`src/rtl/clk_div_bank.sv`:
```
// Bank of independent clock dividers producing 50%-duty square waves.
// Divisor writes land in a shadow register and are applied only at a half-period boundary.
module clk_div_bank #(
  parameter int unsigned N_CH     = 4,
  parameter int unsigned CNT_W    = 16,
  parameter int unsigned DEF_HALF = 50000,
  parameter int unsigned CH_W     = 2
) (
  input  logic             clk,
  input  logic             reset,
  input  logic             en,
  input  logic             phase_clr,
  input  logic             wr_en,
  input  logic [CH_W-1:0]  wr_ch,
  input  logic [CNT_W-1:0] wr_half,
  output logic [N_CH-1:0]  clk_out,
  output logic [N_CH-1:0]  tick,
  output logic [N_CH-1:0]  pending
);

  logic [CNT_W-1:0] act [N_CH];
  logic [CNT_W-1:0] shd [N_CH];
  logic [CNT_W-1:0] cnt [N_CH];
  logic [CNT_W-1:0] wr_val;
  logic [N_CH-1:0]  wr_hit;
  logic [N_CH-1:0]  wrap;

  // A zero half-period is meaningless; clamp it to the fastest legal rate.
  always_comb begin
    wr_val = (wr_half == '0) ? CNT_W'(1) : wr_half;
  end

  // Out-of-range channel numbers simply match no channel.
  always_comb begin
    wr_hit = '0;
    wrap   = '0;
    for (int i = 0; i < int'(N_CH); i++) begin
      wr_hit[i] = wr_en && (wr_ch == CH_W'(i));
      wrap[i]   = en && (cnt[i] == act[i] - CNT_W'(1));
    end
  end

  always_ff @(posedge clk) begin
    if (!reset) begin
      for (int i = 0; i < int'(N_CH); i++) begin
        act[i] <= CNT_W'(DEF_HALF);
        shd[i] <= CNT_W'(DEF_HALF);
        cnt[i] <= '0;
      end
      clk_out <= '0;
      tick    <= '0;
      pending <= '0;
    end else begin
      for (int i = 0; i < int'(N_CH); i++) begin
        if (wr_hit[i]) shd[i] <= wr_val;
        if (phase_clr || wrap[i]) begin
          // Half-period boundary: safe point to adopt a new divisor.
          if (wr_hit[i])       act[i] <= wr_val;
          else if (pending[i]) act[i] <= shd[i];
          cnt[i]     <= '0;
          pending[i] <= 1'b0;
          if (phase_clr) begin
            clk_out[i] <= 1'b0;
            tick[i]    <= 1'b0;
          end else begin
            clk_out[i] <= ~clk_out[i];
            tick[i]    <= clk_out[i];
          end
        end else begin
          if (en) cnt[i] <= cnt[i] + CNT_W'(1);
          tick[i] <= 1'b0;
          if (wr_hit[i]) pending[i] <= 1'b1;
        end
      end
    end
  end

endmodule

```
`config.mk`:
```
export PLATFORM = sky130hd
export DESIGN_NAME = clk_div_bank
export DESIGN_NICKNAME = d
export VERILOG_FILES = /design/src/rtl/clk_div_bank.sv
export SDC_FILE = /design/constraint.sdc
export NUM_CORES = 1
export LEC_CHECK = 0
export CORE_UTILIZATION = 60
export DETAILED_ROUTE_END_ITERATION = 6
export GPL_TIMING_DRIVEN = 0
export PLACE_DENSITY = 0.86
export SLEW_MARGIN = 20
export SYNTH_ARGS = -nofsm -noshare
export SYNTH_HDL_FRONTEND = slang
export SYNTH_SLANG_ARGS = --single-unit
export TNS_END_PERCENT = 100
```
`constraint.sdc`:
```
create_clock -name clk -period 4.4 [get_ports clk]
set_input_delay 0.88 -clock clk [delete_from_list [all_inputs] [get_ports clk]]
set_output_delay 0.88 -clock clk [all_outputs]
set_load 0.1 [all_outputs]
```
==> results of run 1 <==
[layer usage]
metal / GRT usage / vias up / share of wire
li1: - / 4077 / -
met1: 0.351 / 4024 / 0.43
met2: 0.425 / 332 / 0.47
met3: 0.0367 / 61 / 0.071
met4: 0.0852 / 0 / 0.030
met5: 0 / - / 0
[worst max-delay path: cells and delay by family, from the launching register on]
family	cells	cell delay [ns]
compound gates	3	1.06
fa+ha+maj	1	0.24
buf+inv	2	0.48
flops	1	0.44
mux	1	0.36
simple gates	3	0.99
[per-stage QoR]
stage | utilization | worst slack, ns | total power (W) | instance area (sq um)
global placement | 0.648 | 0.154 | 0.00269 | 12200
finish | 0.688 | 0.528 | 0.00448 | 12900
CTS | 0.688 | 0.250 | 0.00450 | 12900
detailed placement | 0.650 | 0.269 | 0.00271 | 12200
floorplan | - | 0.653 | 0.00258 | 11500
global route | 0.688 | 0.240 | 0.00461 | 12900
[cell type report]
class | count | area share
Tap cell | 234 | 0.0227
Buffer | 44 | 0.0138
Clock buffer | 27 | 0.0457
Sequential cell | 204 | 0.465
Timing Repair Buffer | 37 | 0.0276
Multi-Input combinational cell | 809 | 0.412
Clock inverter | 13 | 0.00882
Inverter | 16 | 0.00465
[where the power goes]
| part | total, W | switching (W) | internal [W] |
|---|---|---|---|
| Clock | 0.00180 | 0.000732 | 0.00107 |
| Combinational | 0.000378 | 0.000231 | 0.000147 |
| Sequential | 0.00231 | 0.0000784 | 0.00223 |
| Total | 0.00448 | 0.00104 | 0.00344 |
[cells by family (layout without fill, tap and decap cells)]
family | Yosys count | in the layout | synth area share
AOI/OAI and AO/OA | 112 | 112 | 0.0657
DFF | 204 | 204 | 0.520
muxes | 55 | 55 | 0.0492
adders and majority gates | 8 | 8 | 0.00867
and+or+nand+nor | 507 | 507 | 0.239
buffers and inverters | 60 | 137 | 0.0206
xor gates and xnor gates | 127 | 127 | 0.0964
[placed cells by master (no fill, tap or decap), drive strengths merged, types with 5 or more instances in the layout]
| cell | n |
|---|---|
| a31oi | 7 |
| or2 | 12 |
| and3 | 19 |
| o21ai | 31 |
| nor2 | 113 |
| dfxtp | 12 |
| mux2i | 41 |
| nor4 | 17 |
| xor2 | 62 |
| xnor2 | 65 |
| nand2 | 57 |
| o211ai | 6 |
| nor3 | 73 |
| nand4 | 12 |
| and2 | 39 |
| mux2 | 14 |
| or4 | 8 |
| edfxtp | 192 |
| a21oi | 22 |
| inv | 16 |
| a211o | 5 |
| nand3b | 8 |
| a211oi | 5 |
| nand4b | 7 |
| buf | 10 |
| clkdlybuf4s50 | 33 |
| or3 | 23 |
| clkbuf | 65 |
| clkinv | 10 |
| ha | 8 |
| nand3 | 52 |
| nor2b | 9 |
| nor3b | 7 |
| nand2b | 33 |
[registers in the layout, summed over array words and instances (netlist names)]
name / flops
shd: 64
act: 64
pending: 4
clk_out: 4
cnt: 64
tick: 4
[path summary, 6_finish.rpt]
check / endpoint / slack (ns) / cells after the start
worst max-delay path: act[0][12] / 0.53 / 10
worst min-delay path: tick[2] / 0.46 / 2
worst max register to register: act[0][12] / 0.53 / 10
worst min register to register: tick[2] / 0.46 / 2
==> flow_metrics.tcl, run 1 <==
set metrics [dict create \
    synth.lib_cells_used.distinct 71 \
    grt_util_all_layers 0.257 \
    floorplan.die.height_microns 141 \
    floorplan.die.width_microns 141 \
    initial_utilization 0.615 \
    yosysMostFrequentCell "edfxtp_1" \
    cts.reportedPaths.clkPinSlew_ns 0.06 \
    placed_cells 1344 \
    setup.worst_path.end_class "flop" \
    synth_common_cells "edfxtp_1, nor2_1, xnor2_1, xor2_1, nor3_1" \
    detail_route.vias_per_cell 6.14 \
    count_of_unresolved_drc_violations_after_routing 0 \
    detailedRoute.firstPassIterationCount 7 \
    critPathMaxFanout 9 \
    seq_area_frac_synth 0.520 \
    clk_path_buf_depth 3 \
    cp-startpoint "act[0][0]" \
    fin_setup_tns_ns 0 \
    antenna_violating_nets_post_route 0 \
    multiInputGateArea_sq_mm 0.00531 \
    ctsResizeCount 0 \
    crit_path_cell_trace "inv_1 -> ha_1 -> or4b_1 -> nor2_1 -> mux2_1 -> a31oi_1 -> o211a_1 -> nand3_1 -> a22oi_1 -> buf_2" \
    core_area_sq_mm 0.0188 \
    worst_hold_path_type "reg2reg" \
    cells_after_synth 1073 \
    vias_after_detailed_routing 8494 \
    postCtsHoldBufs 0 \
    status "completed" \
    synth.cell_area_sq_mm 0.0115 \
    timing_worst_slew_pin_value_ns 1.08 \
    detail_route.iter0.violations 624 \
    timing.final.crit_share 0.880 \
    cts_tree "yes" \
    buffer_ports.inserted 33 \
    grt_start_max_net_pins 18 \
    power.density_cell_area_mw_per_mm2 347 \
    vdd_drop_max_mv 0.424 \
    synth_enable_flop_cells 192 \
    area_growth_pct 11.8 \
    antenna_cells 0 \
    synth_warnings 0 \
    timing.slew.headroom 0.276 \
    async_set_reset_flop_share_out_of_synthesis 0 \
    fill_cells 1345 \
    unrepaired_setup_endpoints_after_global_routing "false" \
    cap_violations 0 \
    grt_antenna_before_repair 0 \
    routed_wire_length_per_instance_microns 18.3 \
    worstSetupPathType "reg2reg" \
    ff_latch_area_sq_mm 0.00601 \
    netlist_top_cells_area "edfxtp_1, xnor2_1, xor2_1" \
    yosys_register_bits 204 \
    cts_buffers 22 \
    synth_largest_area_cell "edfxtp_1" \
    report.final.hold_viol_count 0 \
    clock_sink_count 204 \
    grt_pass1_vias 7981 \
    design.portCount 35 \
    worst_ep_required_time_ns 4.60 \
    cp_slowest_stage_delay_ns 0.65 \
    critical_path.startpoint_type "flop" \
    postCtsSetupRepairBufs 0 \
    floorplan.rows 50 \
    timing.final.max_slew_violations 0 \
    timing.hold.worst.start "clk_out[2]" \
    reg2reg_launch_point "act[0][0]" \
    detailedPlacementHpwl_microns 17800 \
    synth_top_flop_cell "edfxtp_1" \
    fraction_of_layout_instances_using_a_drive_strength_above_1 0.0774 \
    finClkSkew_ns 0.0120 \
    first_pass_grt_wire_length_microns 40200 \
    power.static_leakage_nw 4.41 \
    cell_count_final_fillers_out 1384 \
    gpl_wtd_cong 0.913 \
    totalWireLength_microns 25300 \
    synth.net_count 1104 \
    clock_tree.htree_level_count 1 \
    finalCriticalPeriod_ns 3.87 \
    synthesis.area_per_instance_sq_um 10.8 \
    grt_remaining_overflow 0 \
    fin_nets 1165 \
    finalSetupViolCount 0 \
    worst_path_max_delay_cell "a22oi_1" \
    die_outline_area_sq_mm 0.0198 \
    post-synth-top-area-fraction 0.499 \
    hold-worst-slack_ns 0.459 \
    crit_arrival_ns 4.07 \
    cts_root_buf "clkbuf_16" \
    clk_latency_ns 0.51 \
    max_freq_ghz 0.258 \
]
(Power assumes the default switching activity.)
==> run 2: changes to the inputs <==
Settings changed: CORE_MARGIN set to 5, RECOVER_POWER set to 50.
==> run 2 against run 1 <==
Effect of this change: the flow now finishes with violations (max-capacitance violations, max-slew violations); hold slack improved by 0.017 ns; total power increased by 1.6%; wire length decreased by 0.38%; global-route usage decreased by 2.8 points; sequential power about the same; sequential cell count unchanged; sequential share of layout area decreased by 0.15 points; maximum frequency decreased by 4.9%; via count decreased by 0.74%; first-iteration DRC count increased by 2.1%; largest cell class unchanged; highest routed layer unchanged.
==> flow_metrics.tcl, run 2 (synthesis results as in run 1) <==
set metrics [dict create \
    grt_antenna_before_repair 0 \
    p_seq_frac 0.506 \
    finClkSkew_ns 0.0169 \
    cap_violations 1 \
    mostFrequentLayoutCell "edfxtp_1" \
    critical_path.reg2reg.endpoint "act[2][15]" \
    detailedRoute.firstPassIterationCount 5 \
    finalCriticalPeriod_ns 4.07 \
    fin_nets 1166 \
    timing.final.max_slew_violations 17 \
    cts_buffers 23 \
    power_frac_comb 0.082 \
    crit_path_cell_trace "inv_1 -> ha_1 -> nor3b_1 -> nand2_1 -> or4b_1 -> nand2_1 -> nand4b_1 -> or2_0 -> a22oi_1 -> buf_4" \
    final_design_instance_area_without_fill_sq_mm 0.0130 \
    max_freq_ghz 0.246 \
    finalSetupViolCount 0 \
    die_outline_area_sq_mm 0.0221 \
    timing.slew.headroom -0.373 \
    first_pass_grt_wire_length_microns 41200 \
    timing.reg2reg.worst_path_depth 10 \
    vdd_drop_max_mv 0.302 \
    ctsResizeCount 0 \
    grt_util_all_layers 0.230 \
    post-route-util 0.688 \
    worst_path_max_delay_cell "a22oi_1" \
    swShare 0.241 \
    power.static_leakage_nw 4.44 \
    gpl_wtd_cong 0.884 \
    routed_wire_length_per_instance_microns 17.8 \
    grt_remaining_overflow 0 \
    initial_utilization 0.613 \
    failed_checks "max-capacitance violations, max-slew violations" \
    postCtsSetupRepairBufs 0 \
    antenna_violating_nets_post_route 0 \
    floorplan.rows 50 \
    status "finished with violations" \
    power.density_cell_area_mw_per_mm2 352 \
    cts_tree "yes" \
    floorplan.die.width_microns 149 \
    worst_hold_path_type "reg2reg" \
    p_switching_w 0.00110 \
    timing.final.crit_share 0.925 \
    reg2reg_launch_point "act[2][0]" \
    count_of_unresolved_drc_violations_after_routing 0 \
    total_power_w 0.00455 \
    totalWireLength_microns 25200 \
    cts_root_buf "clkbuf_16" \
    dpl_cell_area_sq_mm 0.0122 \
    mostFrequentLayoutCells "edfxtp_1, nor2_1, xnor2_1" \
    cp_slowest_stage_delay_ns 0.62 \
    cts.reportedPaths.clkPinSlew_ns 0.06 \
    critical_path.endpoint "act[2][15]" \
    grt_start_max_net_pins 18 \
    reg_top3 "act x64, cnt x64, shd x64" \
    placed_cells 1370 \
    floorplan.die.height_microns 149 \
    power_report.internal_total_w 0.00346 \
    fraction_of_layout_instances_using_a_drive_strength_above_1 0.0747 \
    critical_path.startpoint_type "flop" \
    unrepaired_setup_endpoints_after_global_routing "false" \
    vias_after_detailed_routing 8431 \
    report.final.hold_viol_count 0 \
    detail_route.iter0.violations 637 \
    timing_worst_slew_pin_value_ns 2.04 \
    detailedPlacementHpwl_microns 17700 \
    grt_pass1_vias 8161 \
    ff_latch_area_sq_mm 0.00601 \
    crit_path_frequent_cell "nand2_1" \
    fin_setup_tns_ns 0 \
    multiInputGateArea_sq_mm 0.00529 \
    r2r_slack_ns 0.33 \
    design.portCount 35 \
    clk_latency_ns 0.53 \
    cell_count_final_fillers_out 1412 \
    detail_route.vias_per_cell 5.97 \
    area_growth_pct 12.2 \
    critPathMaxFanout 9 \
    buffer_ports.inserted 33 \
    core_area_sq_mm 0.0188 \
    setup.worst_path.end_class "flop" \
    clock_sink_count 204 \
    worstSetupPathType "reg2reg" \
    cp-startpoint "act[2][0]" \
    postCtsHoldBufs 0 \
    worst_ep_required_time_ns 4.63 \
    p_clk_frac 0.412 \
    clock_tree.htree_level_count 1 \
    clk_path_buf_depth 3 \
    fill_cells 1386 \
    crit_arrival_ns 4.30 \
    antenna_cells 0 \
]
-- run 2: how the worst min path moves through the flow --
stage / end / startpoint / depth (start not counted)
finish: tick[2] / clk_out[2] / 2
floorplan: act[3][14] / shd[3][14] / 2
detailed placement: tick[2] / clk_out[2] / 2
global placement: tick[3] / clk_out[3] / 2
CTS: tick[2] / clk_out[2] / 2
global route: tick[1] / clk_out[1] / 2
-- run 2: worst max-delay path: cells and delay by family, from the launching register on --
family	cells	cell delay (ns)
DFF	1	0.46
buffers and inverters	2	0.41
adders and majority gates	1	0.27
and+or+nand+nor	6	2.02
AOI/OAI and AO/OA	1	0.62
-- run 2: layout make-up --
type | count | area share
inverter | 16 | 0.00464
clock inverter | 11 | 0.00802
sequential | 204 | 0.464
multi-input combinational | 809 | 0.408
timing repair buffer | 37 | 0.0276
buffer | 44 | 0.0137
tap | 260 | 0.0251
clock buffer | 31 | 0.0491
-- run 2: per-stage QoR --
step / worst slack (ns) / hold slack [ns]
global route: 0.0521 / 0.487
CTS: 0.311 / 0.482
floorplan: 0.653 / 0.526
global placement: 0.194 / 0.468
finish: 0.328 / 0.476
detailed placement: 0.392 / 0.469
-- run 2: power groups by stage --
stage	clock, W	combinational, W	sequential (W)
5_1_grt	0.00198	0.000410	0.00231
3_5_place_dp	0	0.000370	0.00234
6_report	0.00188	0.000374	0.00230
4_1_cts	0.00189	0.000374	0.00230
3_3_place_gp	0	0.000353	0.00234
2_1_floorplan	0	0.000254	0.00233
-- run 2: metal layers --
| layer | share of wire | up-vias | track usage | routed length (microns) |
|---|---|---|---|---|
| li1 | - | 4074 | - | - |
| met1 | 0.42 | 4005 | 0.307 | 10500 |
| met2 | 0.48 | 286 | 0.378 | 12000 |
| met3 | 0.073 | 66 | 0.0475 | 1840 |
| met4 | 0.033 | 0 | 0.0753 | 830 |
| met5 | 0 | - | 0 | 0 |
==> run 3: changes to the inputs <==
Settings changed: CTS_CLUSTER_SIZE set to 25.
Clock period 4.4 ns to 5.1 ns, I/O delays scaled along.
==> run 3 against run 2 <==
Effect of this change: the flow still finishes with violations (max-capacitance violations, max-slew violations); largest power group unchanged; register-to-register slack improved by 0.70 ns; sequential cell count did not move; wire length is essentially flat.
==> flow_metrics.tcl, run 3 (synthesis results as in run 1) <==
set metrics [dict create \
    status "finished with violations" \
    failed_checks "max-capacitance violations, max-slew violations" \
    finalSetupViolCount 0 \
    post-route-util 0.688 \
    reg_top3 "act x64, cnt x64, shd x64" \
    total_power_w 0.00393 \
    report.final.hold_viol_count 0 \
    path_delay_family "simple AND/OR/NAND/NOR gates" \
    cts_buffers 23 \
    power.static_leakage_nw 4.44 \
    unrepaired_setup_endpoints_after_global_routing "false" \
    cap_violations 1 \
    critPathMaxFanout 9 \
    design.portCount 35 \
    timing.final.crit_share 0.798 \
    floorplan.die.width_microns 149 \
    antenna_violating_nets_post_route 0 \
    die_outline_area_sq_mm 0.0221 \
    routed_wire_length_per_instance_microns 17.8 \
    finalCriticalPeriod_ns 4.07 \
    cp.buffers_inverters 2 \
    floorplan.rows 50 \
    max_freq_ghz 0.246 \
    grt_antenna_before_repair 0 \
    crit_arrival_ns 4.30 \
    detailedRoute.firstPassIterationCount 5 \
    critical_path.startpoint_type "flop" \
    floorplan.die.height_microns 149 \
    gpl_wtd_cong 0.884 \
    power.density_cell_area_mw_per_mm2 303 \
    grt_util_all_layers 0.230 \
    worstSetupPathType "reg2reg" \
    postCtsHoldBufs 0 \
    worst_slack_ns 1.03 \
    vdd_drop_max_mv 0.261 \
    detail_route.vias_per_cell 5.98 \
    timing_worst_slew_pin_value_ns 2.04 \
    fraction_of_layout_instances_using_a_drive_strength_above_1 0.0747 \
    clk_latency_ns 0.53 \
    totalWireLength_microns 25200 \
    fin_nets 1166 \
    detailedPlace.worstSlack_ns 0.982 \
    cp_slowest_stage_delay_ns 0.62 \
    crit_path_frequent_cell "nand2_1" \
    clk_path_buf_depth 3 \
    fin_setup_tns_ns 0 \
    ctsResizeCount 0 \
    mostFrequentLayoutCells "edfxtp_1, nor2_1, xnor2_1" \
    cts_root_buf "clkbuf_16" \
    first_pass_grt_wire_length_microns 41200 \
    fill_cells 1386 \
    antenna_cells 0 \
    detail_route.iter0.violations 635 \
    grt_start_max_net_pins 18 \
    clock_tree.htree_level_count 1 \
    mostFrequentLayoutCell "edfxtp_1" \
    grt_remaining_overflow 0 \
    initial_utilization 0.613 \
    timing.final.max_slew_violations 17 \
    setup.worst_path.end_class "flop" \
    worst_hold_path_type "reg2reg" \
    cts_tree "yes" \
    cts.reportedPaths.clkPinSlew_ns 0.06 \
    worst_ep_required_time_ns 5.33 \
    worst_path_max_delay_cell "a22oi_1" \
    postCtsSetupRepairBufs 0 \
    grt_pass1_vias 8161 \
    vias_after_detailed_routing 8437 \
    timing.slew.headroom -0.373 \
    area_growth_pct 12.2 \
    finClkSkew_ns 0.0160 \
    core_area_sq_mm 0.0188 \
    crit_path_cell_trace "inv_1 -> ha_1 -> nor3b_1 -> nand2_1 -> or4b_1 -> nand2_1 -> nand4b_1 -> or2_0 -> a22oi_1 -> buf_4" \
    count_of_unresolved_drc_violations_after_routing 0 \
    detailedPlacementHpwl_microns 17700 \
    buffer_ports.inserted 33 \
    clock_sink_count 204 \
]
-- run 3: layout make-up --
type | count | area, sq um | area share
Clock inverter | 11 | 104 | 0.00802
Inverter | 16 | 60.1 | 0.00464
Multi-Input combinational cell | 809 | 5290 | 0.408
Buffer | 44 | 178 | 0.0137
Tap cell | 260 | 325 | 0.0251
Clock buffer | 31 | 636 | 0.0491
Timing Repair Buffer | 37 | 358 | 0.0276
Sequential cell | 204 | 6010 | 0.464
-- run 3: path summary, 6_finish.rpt --
check,startpoint,to,slack [ns],cells past startpoint
setup reg to reg,act[2][0],act[2][15],1.03,10
setup / recovery,act[2][0],act[2][15],1.03,10
hold / removal,clk_out[2],tick[2],0.48,2
hold reg to reg,clk_out[2],tick[2],0.48,2
-- run 3: routing by layer --
| metal | wire length (microns) | track usage | up-vias | part of all wire |
|---|---|---|---|---|
| met2 | 12000 | 0.378 | 286 | 0.48 |
| met5 | 0 | 0 | - | 0 |
| met1 | 10600 | 0.307 | 4011 | 0.42 |
| met4 | 837 | 0.0753 | 0 | 0.033 |
| met3 | 1810 | 0.0475 | 66 | 0.072 |
| li1 | - | - | 4074 | - |
-- run 3: worst min-delay path, cell delays in order (launching register included) --
cell,delay [ns]
dfxtp_1,0.33
nand2_1,0.06
nor2_1,0.04
-- run 3: per-stage QoR --
step           hold slack [ns]  std cells  area (sq um)
3_3_place_gp             0.468       1366         12200
2_1_floorplan            0.526       1073         11500
4_1_cts                  0.482       1412         13000
3_5_place_dp             0.469       1370         12200
6_report                 0.476       1412         13000
5_1_grt                  0.487       1412         13000
-- run 3: power by group --
part           internal (W)  switching (W)  total [W]
sequential          0.00192      0.0000667    0.00199
clock              0.000935       0.000683    0.00162
combinational      0.000125       0.000198   0.000323
total               0.00298       0.000947    0.00393
